$ cat src/rtl/seg7_pkg.sv
// Shared seven-segment definitions: glyph codes in active-high gfedcba order, used by
// both the display encoder and the scan capture monitor.
package seg7_pkg;

    localparam int unsigned DIGITS_DEFAULT = 4;

    localparam logic [6:0] SEG_0 = 7'h3F;
    localparam logic [6:0] SEG_1 = 7'h06;
    localparam logic [6:0] SEG_2 = 7'h5B;
    localparam logic [6:0] SEG_3 = 7'h4F;
    localparam logic [6:0] SEG_4 = 7'h66;
    localparam logic [6:0] SEG_5 = 7'h6D;
    localparam logic [6:0] SEG_6 = 7'h7D;
    localparam logic [6:0] SEG_7 = 7'h07;
    localparam logic [6:0] SEG_8 = 7'h7F;
    localparam logic [6:0] SEG_9 = 7'h6F;
    localparam logic [6:0] SEG_A = 7'h77;
    localparam logic [6:0] SEG_B = 7'h7C;
    localparam logic [6:0] SEG_C = 7'h39;
    localparam logic [6:0] SEG_D = 7'h5E;
    localparam logic [6:0] SEG_E = 7'h79;
    localparam logic [6:0] SEG_F = 7'h71;
    localparam logic [6:0] SEG_BLANK = 7'h00;

    function automatic logic [6:0] glyphOf(input logic [3:0] nibble);
        case (nibble)
            4'h0:    glyphOf = SEG_0;
            4'h1:    glyphOf = SEG_1;
            4'h2:    glyphOf = SEG_2;
            4'h3:    glyphOf = SEG_3;
            4'h4:    glyphOf = SEG_4;
            4'h5:    glyphOf = SEG_5;
            4'h6:    glyphOf = SEG_6;
            4'h7:    glyphOf = SEG_7;
            4'h8:    glyphOf = SEG_8;
            4'h9:    glyphOf = SEG_9;
            4'hA:    glyphOf = SEG_A;
            4'hB:    glyphOf = SEG_B;
            4'hC:    glyphOf = SEG_C;
            4'hD:    glyphOf = SEG_D;
            4'hE:    glyphOf = SEG_E;
            default: glyphOf = SEG_F;
        endcase
    endfunction

endpackage

$ cat src/rtl/seg7_pattern_decode.sv
// Inverse glyph lookup: maps an active-high gfedcba code back to its hex nibble and
// flags the all-off and not-a-glyph cases.
module seg7_pattern_decode
    import seg7_pkg::*;
(
    input  logic [6:0] code,
    output logic [3:0] nibble,
    output logic       is_blank,
    output logic       is_illegal
);

    always_comb begin
        nibble     = 4'h0;
        is_blank   = (code == SEG_BLANK);
        is_illegal = (code != SEG_BLANK);
        for (int i = 0; i < 16; i++) begin
            if (code == glyphOf(4'(i))) begin
                nibble     = 4'(i);
                is_illegal = 1'b0;
            end
        end
    end

endmodule

$ cat src/rtl/seg7_scan_capture.sv
// Display monitor: samples a multiplexed active-low seven-segment bus and rebuilds the
// per-digit nibble, dp, blank and error state once each scan slot has been stable.
module seg7_scan_capture
    import seg7_pkg::*;
#(
    parameter int unsigned DIGITS        = DIGITS_DEFAULT,
    parameter int unsigned STABLE_CYCLES = 4,
    parameter int unsigned CNT_W         = 8
) (
    input  logic                  clk,
    input  logic                  rst,
    input  logic [DIGITS-1:0]     an_n,
    input  logic [6:0]            seg_n,
    input  logic                  dp_n,
    output logic [4*DIGITS-1:0]   hex_out,
    output logic [DIGITS-1:0]     dp_out,
    output logic [DIGITS-1:0]     blank,
    output logic [DIGITS-1:0]     err,
    output logic [DIGITS-1:0]     valid,
    output logic                  frame_done
);

    localparam int unsigned SW = DIGITS + 8;

    logic [SW-1:0]       sQ, prevQ;
    logic [CNT_W-1:0]    cntQ, cntD;
    logic                accQ, accD;
    logic [DIGITS-1:0]   seenQ, seenD;
    logic [4*DIGITS-1:0] hexQ, hexD;
    logic [DIGITS-1:0]   dpQ, dpD, blankQ, blankD, errQ, errD, validQ, validD;
    logic                frameQ, frameD;

    logic [DIGITS-1:0]   anAct;
    logic                oneHot, changed, accEff, accept;
    logic [3:0]          decNibble;
    logic                decBlank, decIllegal;

    seg7_pattern_decode u_decode (
        .code       (~sQ[7:1]),
        .nibble     (decNibble),
        .is_blank   (decBlank),
        .is_illegal (decIllegal)
    );

    always_comb begin
        anAct   = ~sQ[SW-1:8];
        oneHot  = (anAct != '0) && ((anAct & (anAct - DIGITS'(1))) == '0);
        changed = (sQ != prevQ);

        if (changed) begin
            cntD = CNT_W'(1);
        end else if (cntQ < CNT_W'(STABLE_CYCLES)) begin
            cntD = cntQ + CNT_W'(1);
        end else begin
            cntD = cntQ;
        end

        // A new run clears the flag in the same cycle it could be accepted (STABLE_CYCLES=1).
        accEff = changed ? 1'b0 : accQ;
        accept = oneHot && !accEff && (cntD == CNT_W'(STABLE_CYCLES));
        accD   = accEff | accept;

        hexD   = hexQ;
        dpD    = dpQ;
        blankD = blankQ;
        errD   = errQ;
        validD = validQ;
        for (int i = 0; i < int'(DIGITS); i++) begin
            if (accept && anAct[i]) begin
                dpD[i]    = ~sQ[0];
                validD[i] = 1'b1;
                blankD[i] = decBlank;
                errD[i]   = decIllegal;
                if (!decBlank && !decIllegal) begin
                    hexD[4*i +: 4] = decNibble;
                end
            end
        end

        seenD  = seenQ;
        frameD = 1'b0;
        if (accept) begin
            seenD = seenQ | anAct;
            if (&seenD) begin
                frameD = 1'b1;
                seenD  = '0;
            end
        end
    end

    always_ff @(posedge clk) begin
        if (rst) begin
            sQ     <= '1;
            prevQ  <= '1;
            cntQ   <= '0;
            accQ   <= 1'b0;
            seenQ  <= '0;
            hexQ   <= '0;
            dpQ    <= '0;
            blankQ <= '0;
            errQ   <= '0;
            validQ <= '0;
            frameQ <= 1'b0;
        end else begin
            sQ     <= {an_n, seg_n, dp_n};
            prevQ  <= sQ;
            cntQ   <= cntD;
            accQ   <= accD;
            seenQ  <= seenD;
            hexQ   <= hexD;
            dpQ    <= dpD;
            blankQ <= blankD;
            errQ   <= errD;
            validQ <= validD;
            frameQ <= frameD;
        end
    end

    assign hex_out    = hexQ;
    assign dp_out     = dpQ;
    assign blank      = blankQ;
    assign err        = errQ;
    assign valid      = validQ;
    assign frame_done = frameQ;

endmodule

$ cat config.mk
export PLATFORM = sky130hd
export DESIGN_NAME = seg7_scan_capture
export DESIGN_NICKNAME = d
export VERILOG_FILES = /design/src/rtl/seg7_pkg.sv /design/src/rtl/seg7_pattern_decode.sv /design/src/rtl/seg7_scan_capture.sv
export SDC_FILE = /design/constraint.sdc
export NUM_CORES = 1
export LEC_CHECK = 0
export ABC_AREA = 0
export ABC_CLOCK_PERIOD_IN_PS = 2900
export BUFFER_PORTS_ARGS = -buffer_cell sky130_fd_sc_hd__buf_2
export CORE_MARGIN = 2
export CORE_UTILIZATION = 30
export DETAILED_ROUTE_END_ITERATION = 10
export SYNTH_ARGS = -nofsm -noshare
export SYNTH_HDL_FRONTEND = slang
export SYNTH_SLANG_ARGS = --single-unit
$ cat constraint.sdc
create_clock -name clk -period 2.9 [get_ports clk]
set_clock_uncertainty 0.1 [all_clocks]
set_input_delay 0.29 -clock clk [delete_from_list [all_inputs] [get_ports clk]]
set_output_delay 0.29 -clock clk [all_outputs]
set_load 0.02 [all_outputs]
# Word-level counts from Yosys, hierarchy flattened
# Cells that the tools add are included.
[classes] n_addsub=2 magnitude_cmp=1 eq_ne=18 muxes=36 bitwise_logic=7 reduce_logical=21
[ops] cell="7-bit equality test (second input constant)" n=12
[ops] cell="4-bit two-way mux" n=9
[ops] cell="1-bit two-way mux" n=19
[ops] cell="8-bit two-way mux" n=2
[ops] cell="7-bit by 3-bit equality test with 1-bit output (second input constant)" n=2
[ops] cell="7-bit by 6-bit equality test with 1-bit output (second input constant)" n=2
[ops] cell="3-bit two-way mux" n=4
[ops] cell="12-bit inequality test" n=1
[ops] cell="8-bit by 1-bit adder with 8-bit output (second input constant)" n=1
[ops] cell="8-bit by 3-bit equality test with 1-bit output (second input constant)" n=1
[ops] cell="1-bit logical AND" n=8
[ops] cell="8-bit by 3-bit less-than comparator with 1-bit output (second input constant)" n=1
[ops] cell="2-bit AND reduction" n=4
[ops] cell="7-bit logical NOT" n=1
[ops] cell="7-bit NOT" n=1
[ops] cell="7-bit nonzero test" n=1
[ops] cell="4-bit bitwise AND" n=1
[ops] cell="4-bit logical NOT" n=1
[ops] cell="2-bit two-way mux" n=2
[ops] cell="4-bit NOT" n=1
[ops] cell="4-bit bitwise OR" n=1
[ops] cell="4-bit AND reduction" n=1
[ops] cell="4-bit nonzero test" n=1
[ops] cell="4-bit by 1-bit subtractor with 4-bit output (second input constant)" n=1
[ops] cell="other kinds (4)" n=7
[totals] register_bits=70 out_inout_bits=33 wordCells=111

# Depth between registers and ports, before layout
# Gate-level depths: netlist (run 1).
[depth] ltp_word=21 depth_mapped=9

# By module
# A second synthesis (run 1) with hierarchy kept.
[unflattened] hier_cells=312 hier_area_um2=3159.3
[modules_own_cells] module="seg7_scan_capture" n_inst=1 cells_each=256 area_each_um2=2763.9
[modules_own_cells] module="seg7_pattern_decode" n_inst=1 cells_each=56 area_each_um2=395.4

# Worst setup path after synthesis (run 1)
# No wires, ideal clock.
[synth_path] path_kind="register -> register" startpoint="register sQ[1]" endpoint="register hexQ[0], in the netlist hex_out[0]" setup_ns=0.072 arrival_time_ns=1.978 required_time_ns=2.728 slack_ns=0.750 path_stages_with_launch=7 path_cell_list="dfxtp_1 buf_6 or4_4 a2111oi_4 a21oi_2 a311oi_4 mux2i_1"
[synth_via] elab_chain_len=21 elab_cells_between_ends=62 classes_between="eq/ne: 18; mux: 33; bitwise: 1; reduce/logical: 10"
[synth_rtl] element="from (decl)" line_no="seg7_scan_capture.sv:25" source="logic [SW-1:0] sQ, prevQ;"
[synth_rtl] element="from (signal assigned)" line_no="seg7_scan_capture.sv:105" source="sQ <= {an_n, seg_n, dp_n};"
[synth_rtl] element="7-bit NOT" line_no="seg7_scan_capture.sv:39" source=".code (~sQ[7:1]),"
[synth_rtl] element="7-bit by 6-bit equality test with 1-bit output or 7-bit nonzero test (tied branches)" line_no="seg7_pattern_decode.sv:17, seg7_pattern_decode.sv:15"
[synth_rtl] element="1-bit two-way mux (16 in series)" line_no="seg7_pattern_decode.sv:17" source="if (code == glyphOf(4'(i))) begin"
[synth_rtl] element="1-bit logical NOT" line_no="seg7_scan_capture.sv:74" source="if (!decBlank && !decIllegal) begin"
[synth_rtl] element="1-bit logical AND" line_no="seg7_scan_capture.sv:74"
[synth_rtl] element="2-bit AND reduction (no source line)"
[synth_rtl] element="to (signal assigned)" line_no="seg7_scan_capture.sv:98" source="hexQ <= '0;"
[synth_rtl] element="to (signal assigned)" line_no="seg7_scan_capture.sv:110" source="hexQ <= hexD;"
[synth_rtl] element="to (decl)" line_no="seg7_scan_capture.sv:29" source="logic [4*DIGITS-1:0] hexQ, hexD;"
# Parallel ways exist; a longest one is shown, timed or not.
# A chain may end at the register's enable or synchronous reset.

# Worst setup path after layout (run 1)
[layout_path] startpoint="register sQ[1]" endpoint="register hexQ[15], in the netlist hex_out[15]"
# Same word-level chain as after synthesis.

==> results.cfg, run 1 <==
[timing]
slew_viol_final = 0
setup_viol = 0
slew-limit-headroom_pct = 56.65
rsz0062_at_grt = false
worstMarginPinSlew_ns = 0.6454
finalHoldViolations = 0
max_freq_mhz = 406.9
setup_ws_ns = 0.4424
period_minus_slack_ns = 2.458
min_period_over_period_pct = 84.75
finalSetupTns_ns = 0

[route]
vias = 2406
wl_per_cell_um = 13.66
dr.pass1.iters = 6
avgViaCountPerCell = 4.802
drt_iter0_markers = 85
ant_nets = 0
drc = 0
wl_um = 6846

[power_and_ir_drop]
seq_power_share_pct = 52.6
peakVddDrop_v = 0.0001826
switching_power_w = 0.0004284
swShare_pct = 22.30
internal_power_w = 0.001492
clockPowerShare_pct = 41.9
power_density_nw_per_um2 = 522.0
total_leakage_power_nw = 1.423
total_power_w = 0.001921
comb_power_share_pct = 5.5

[cells_and_area]
diodes = 0
area_delta_synth_final_pct = 16.71
layout.nets = 376
layout-drive-gt1-share_pct = 28.22

[die]
start_util_pct = 30.68
dieWidth_um = 106.5
die_h_um = 106.5
ios = 47
num_rows = 37
coreArea_um2 = 10280
dieArea_um2 = 11350

[critical_path]
worstPathBufferInverterCount = 0
cp_slowest_stage_delay_ns = 0.56
critical-path-top-delay-family = compound AO/OA/AOI/OAI gates
cp.arrival_ns = 2.64
path_class = flip-flop to flip-flop
crit_chain = nor4bb_1 -> a31oi_1 -> o31a_1 -> a311oi_4 -> mux2i_1
cp_slowest_cell = nor4bb_1
r2r_end = hex_out[15]$_SDFFE_PP0P_
rrSetupSlack_ns = 0.44
required_ns = 3.08
rr_worst_depth = 5
r2r-start = sQ[1]$_SDFF_PP1_
critPathCaptureType = flip-flop
cp-start-kind = flip-flop
critPathMaxFanout = 18

[clock_tree]
ctsHoldBuffers = 0
cts-root-buf = clkbuf_8
htree_levels = 3
cts_setup_buffers = 0
clk_pin_slew_ns = 0.07
numCtsBuffers = 9
cts_sinks = 70
ctsResizeCount = 0
cts_tree = built
clkLatencyLatePin_ns = 0.35
clockBufferDepth = 2

[global_routing]
grt_usage_pct = 12.80
antenna_found_initial = 0
grt_overflow = 0
grt_pass1_wl_um = 11490
grt_pass1_vias = 2355
grt_max_degree = 28

[place]
pre_cts_slack_ns = 0.4231
dp_hpwl_um = 4950
routabilityCongestion = 0.8556
numPortBuffers = 46

[logic_synthesis]
synth_cells = 326
syn_area_per_cell_um2 = 9.672
synth_fp_nets = 341
synthTopCellsByArea = dfxtp_1 44%, mux2i_1 5.4%, or2_2 5.4%
synth_top_cell_by_area = dfxtp_1
seq_area_frac_synth_pct = 44.44
synthFlopType = dfxtp_1
yosys_warnings = 0
synth-edff-count = 0
synth_area_um2 = 3153
async_reset_ff_share_pct = 0
yosysTopAreaCellShare_pct = 44.44
synth_seq_cells = 70
ys_types = 55

[worst_hold_path]
min_path_cells = 2
hp-class = primary input to flip-flop
min_from = seg_n[4]
whs_endpoint = sQ[5]$_SDFF_PP1_

[run]
drv_cap = 0

[run_status]
outcome = completed
power by group through the flow:
stage	clock network, W	registers [W]	logic [W]
2_1_floorplan	0	0.00101	0.000103
3_3_place_gp	0	0.00103	0.000105
3_5_place_dp	0	0.00103	0.000107
4_1_cts	0.000830	0.00101	0.000107
5_1_grt	0.000869	0.00101	0.000119
6_report	0.000804	0.00101	0.000106
worst max-delay path by stage:
stage	from	cells after the start	slack, ns	end
final	sQ[1]$_SDFF_PP1_	5	0.44	hex_out[15]$_SDFFE_PP0P_
after global routing	sQ[1]$_SDFF_PP1_	5	0.24	hex_out[10]$_SDFFE_PP0P_
after CTS	sQ[1]$_SDFF_PP1_	5	0.42	hex_out[15]$_SDFFE_PP0P_
after detailed placement	sQ[1]$_SDFF_PP1_	5	0.42	hex_out[13]$_SDFFE_PP0P_
after global placement	cntQ[4]$_SDFF_PP0_	5	0.43	seenQ[1]$_SDFFE_PP0P_
after floorplan	sQ[1]$_SDFF_PP1_	6	0.75	hex_out[0]$_SDFFE_PP0P_
cell usage after synthesis (all sizes together), types with 3 or more instances:
library cell	instances
a21boi	4
a21oi	15
a311oi	5
a31oi	4
and2	6
buf	12
clkbuf	16
dfxtp	70
inv	13
mux2i	17
nand2	5
nand2b	15
nand3	8
nand4	6
nand4b	4
nor2	7
nor2b	4
nor3	7
nor3b	3
nor4	7
o21ai	13
o31ai	4
or2	31
or3	6
or4	3
xnor2	16
layout make-up:
| type | instances | area, um2 |
|---|---|---|
| fill | 1086 | 6598 |
| clock buffer | 12 | 165.2 |
| multi-input combinational | 215 | 1577 |
| clock inverter | 3 | 42.54 |
| tap | 136 | 170.2 |
| timing repair buffer | 52 | 275.3 |
| sequential | 70 | 1401 |
| inverter | 13 | 48.80 |
layer usage:
layer  share of wire, %  routed length [um]  global-route usage, %  up-vias
met5                  0                   0                      0        -
met4                1.5                 104                  5.659        0
met3                5.0                 345                  3.372       11
met2                 47                3217                  21.34       52
met1                 46                3178                  15.48     1131
li1                   -                   -                      -     1212
placed cells by master, fill, tap and decap left out, types with 5 or more instances in the layout:
| cell | n |
|---|---|
| dfxtp_1 | 70 |
| buf_2 | 46 |
| or2_2 | 27 |
| mux2i_1 | 17 |
| xnor2_1 | 16 |
| nand2b_1 | 15 |
| a21oi_1 | 14 |
| o21ai_0 | 13 |
| inv_1 | 13 |
| clkbuf_8 | 12 |
| nand3_1 | 8 |
| nor4_1 | 7 |
| nor3_1 | 7 |
| nor2_1 | 7 |
| nand4_1 | 6 |
| or3_1 | 6 |
| and2_1 | 6 |
| buf_4 | 6 |
| nand2_1 | 5 |
logic make-up after synthesis:
logic type                 after synthesis  synth area share (%)
buffers and inverters                   41                 5.556
adders and majority gates                1                0.3968
AOI/OAI and AO/OA                       62                 16.19
DFF                                     70                 44.44
and+or+nand+nor                        118                 23.29
muxes                                   17                 5.397
xor gates and xnor gates                17                 4.722
state kept, by name, indices dropped and copies added (netlist names), 8 cells and up:
name,cells
prevQ,12
sQ,12
cntQ,8
hex_out,16
stage by stage:
step           cells  utilization [%]  cell area [um2]  hold WS [ns]
6_report         501            35.80             3680       0.02431
5_1_grt          501            35.80             3680       0.02363
4_1_cts          501            35.80             3680      0.006124
3_5_place_dp     486            33.78             3472        0.3398
3_3_place_gp     486            33.78             3472        0.3336
2_1_floorplan    326                -             3153        0.2938
No activity file was read; power rests on OpenSTA's default activity.
==> run 2, diff against run 1 <==
- ABC_CLOCK_PERIOD_IN_PS: 2900 -> 2200
- clock period: 2.9 -> 2.2 ns (I/O delays scaled with it)
==> results.cfg, run 2 (synthesis results as in run 1) <==
[run_status]
outcome = complete, but fails checks
violations = setup timing

[timing]
worstMarginPinSlew_ns = 0.5604
period_minus_slack_ns = 2.211
slew_viol_final = 0
max_freq_mhz = 452.3
setup_ws_ns = -0.01076
finalHoldViolations = 0
setup_viol = 4
slew-limit-headroom_pct = 62.64
rsz0062_at_grt = true
min_period_over_period_pct = 100.5

[die]
die_h_um = 106.5
ios = 47
coreArea_um2 = 10280
start_util_pct = 30.68
num_rows = 37
dieArea_um2 = 11350
dieWidth_um = 106.5

[route]
met1_length_um = 3726
met3WireLength_um = 410
vias = 2709
wl_per_cell_um = 14.28
wl_um = 7983
drt_iter0_markers = 64
ant_nets = 0
maxUsedRoutingLayer = met4
drc = 0
avgViaCountPerCell = 4.846
met2WireLength_um = 3740
dr.pass1.iters = 6

[cells_and_area]
area_delta_synth_final_pct = 39.60
layout_commonest_cell = dfxtp_1
instances_no_fill = 559
mostFrequentLayoutCells = 63 x dfxtp_1, 46 x buf_2, 43 x buf_4
largest_register_ff_count = 16
utilization_pct = 42.83
fillCellCount = 1021
diodes = 0
layout.nets = 433
layout-drive-gt1-share_pct = 42.08

[global_routing]
grt_usage_pct = 14.20
antenna_found_initial = 0
grt_max_degree = 34
grt_overflow = 0
grt_pass1_vias = 2607
grt_pass1_wl_um = 12760

[clock_tree]
cts-root-buf = clkbuf_8
numCtsBuffers = 9
cts_tree = built
htree_levels = 3
cts_sinks = 70
clockBufferDepth = 2
clk_pin_slew_ns = 0.08
clkLatencyLatePin_ns = 0.35

[power_and_ir_drop]
power_density_nw_per_um2 = 611.5
total_leakage_power_nw = 1.777
peakVddDrop_v = 0.0003201

[critical_path]
path_class = flip-flop to flip-flop
required_ns = 2.37
critPathMaxFanout = 6
cp.arrival_ns = 2.38
cp-start-kind = flip-flop
critPathCaptureType = flip-flop

[worst_hold_path]
hp-class = primary input to flip-flop

[place]
routabilityCongestion = 0.8254
numPortBuffers = 46
dp_hpwl_um = 5299
dp_cells = 518

[run]
drv_cap = 0
## run 2: changes by cell type in the layout (fill, tap and decap cells not counted), sizes merged
cell,change
buf,+43
bufbuf,+1
clkbuf,+2
clkinv,+1
clkinvlp,-1
dlygate4sd3,+12
## run 2: layer usage
| layer | vias up | GRT usage (%) |
|---|---|---|
| li1 | 1345 | - |
| met5 | - | 0 |
| met3 | 10 | 4.047 |
| met4 | 0 | 5.009 |
| met2 | 72 | 22.89 |
| met1 | 1282 | 18.14 |
## run 2: path summary, 6_finish.rpt
check	from	to	slack, ns	cells after the start
worst max register to register	sQ[1]$_SDFF_PP1_	hex_out[1]$_SDFFE_PP0P_	-0.01	6
worst max-delay path	sQ[1]$_SDFF_PP1_	hex_out[1]$_SDFFE_PP0P_	-0.01	6
worst min-delay path	rst	valid[0]$_SDFFE_PP0P_	0.29	2
worst min register to register	valid[2]$_SDFFE_PP0P_	valid[2]$_SDFFE_PP0P_	0.34	2
## run 2: area by class of cell
class                           count  area (um2)  area share, %
Clock buffer                       13       178.9          4.065
Multi-Input combinational cell    215        1738          39.48
Sequential cell                    70        1415          32.15
Tap cell                          136       170.2          3.866
Clock inverter                      3       40.04         0.9096
Timing Repair Buffer              109       810.8          18.42
Inverter                           13       48.80          1.109
## run 2: through the flow
step / worst slack [ns] / area (um2) / total power, W / TNS (ns) / hold slack [ns]
after detailed placement: -0.1188 / 3725 / 0.001539 / -1.496 / 0.3044
after global routing: -0.1093 / 4402 / 0.002797 / -1.525 / 0.3174
after global placement: -0.1086 / 3725 / 0.001535 / -0.6550 / 0.3057
after floorplan: 0.04994 / 3153 / 0.001463 / 0 / 0.2238
after CTS: -0.01962 / 4214 / 0.002696 / -0.1014 / 0.2778
final: -0.01076 / 4402 / 0.002692 / -0.02273 / 0.2853
## run 2: timing repair
action                                  CTS  global route
buffers inserted                          7             4
endpoints found under the setup margin   27            39
hold buffers                             12             0
gates cloned                              1             1
resized for setup                        17            31
endpoints found under the hold margin    12             0
pin swaps                                 8            23
## run 2: worst max-delay path: stages (launching register included)
cell and delay [ns]:
dfxtp_4 0.38, or4_4 0.53, a2111oi_4 0.35, a21oi_4 0.12, a311oi_4 0.32, buf_6 0.16, mux2i_1 0.18
## run 2: where the power goes
part	switching, W	internal (W)
Combinational	0.000118	0.000136
Sequential	0.0000239	0.00129
Clock	0.000481	0.000644
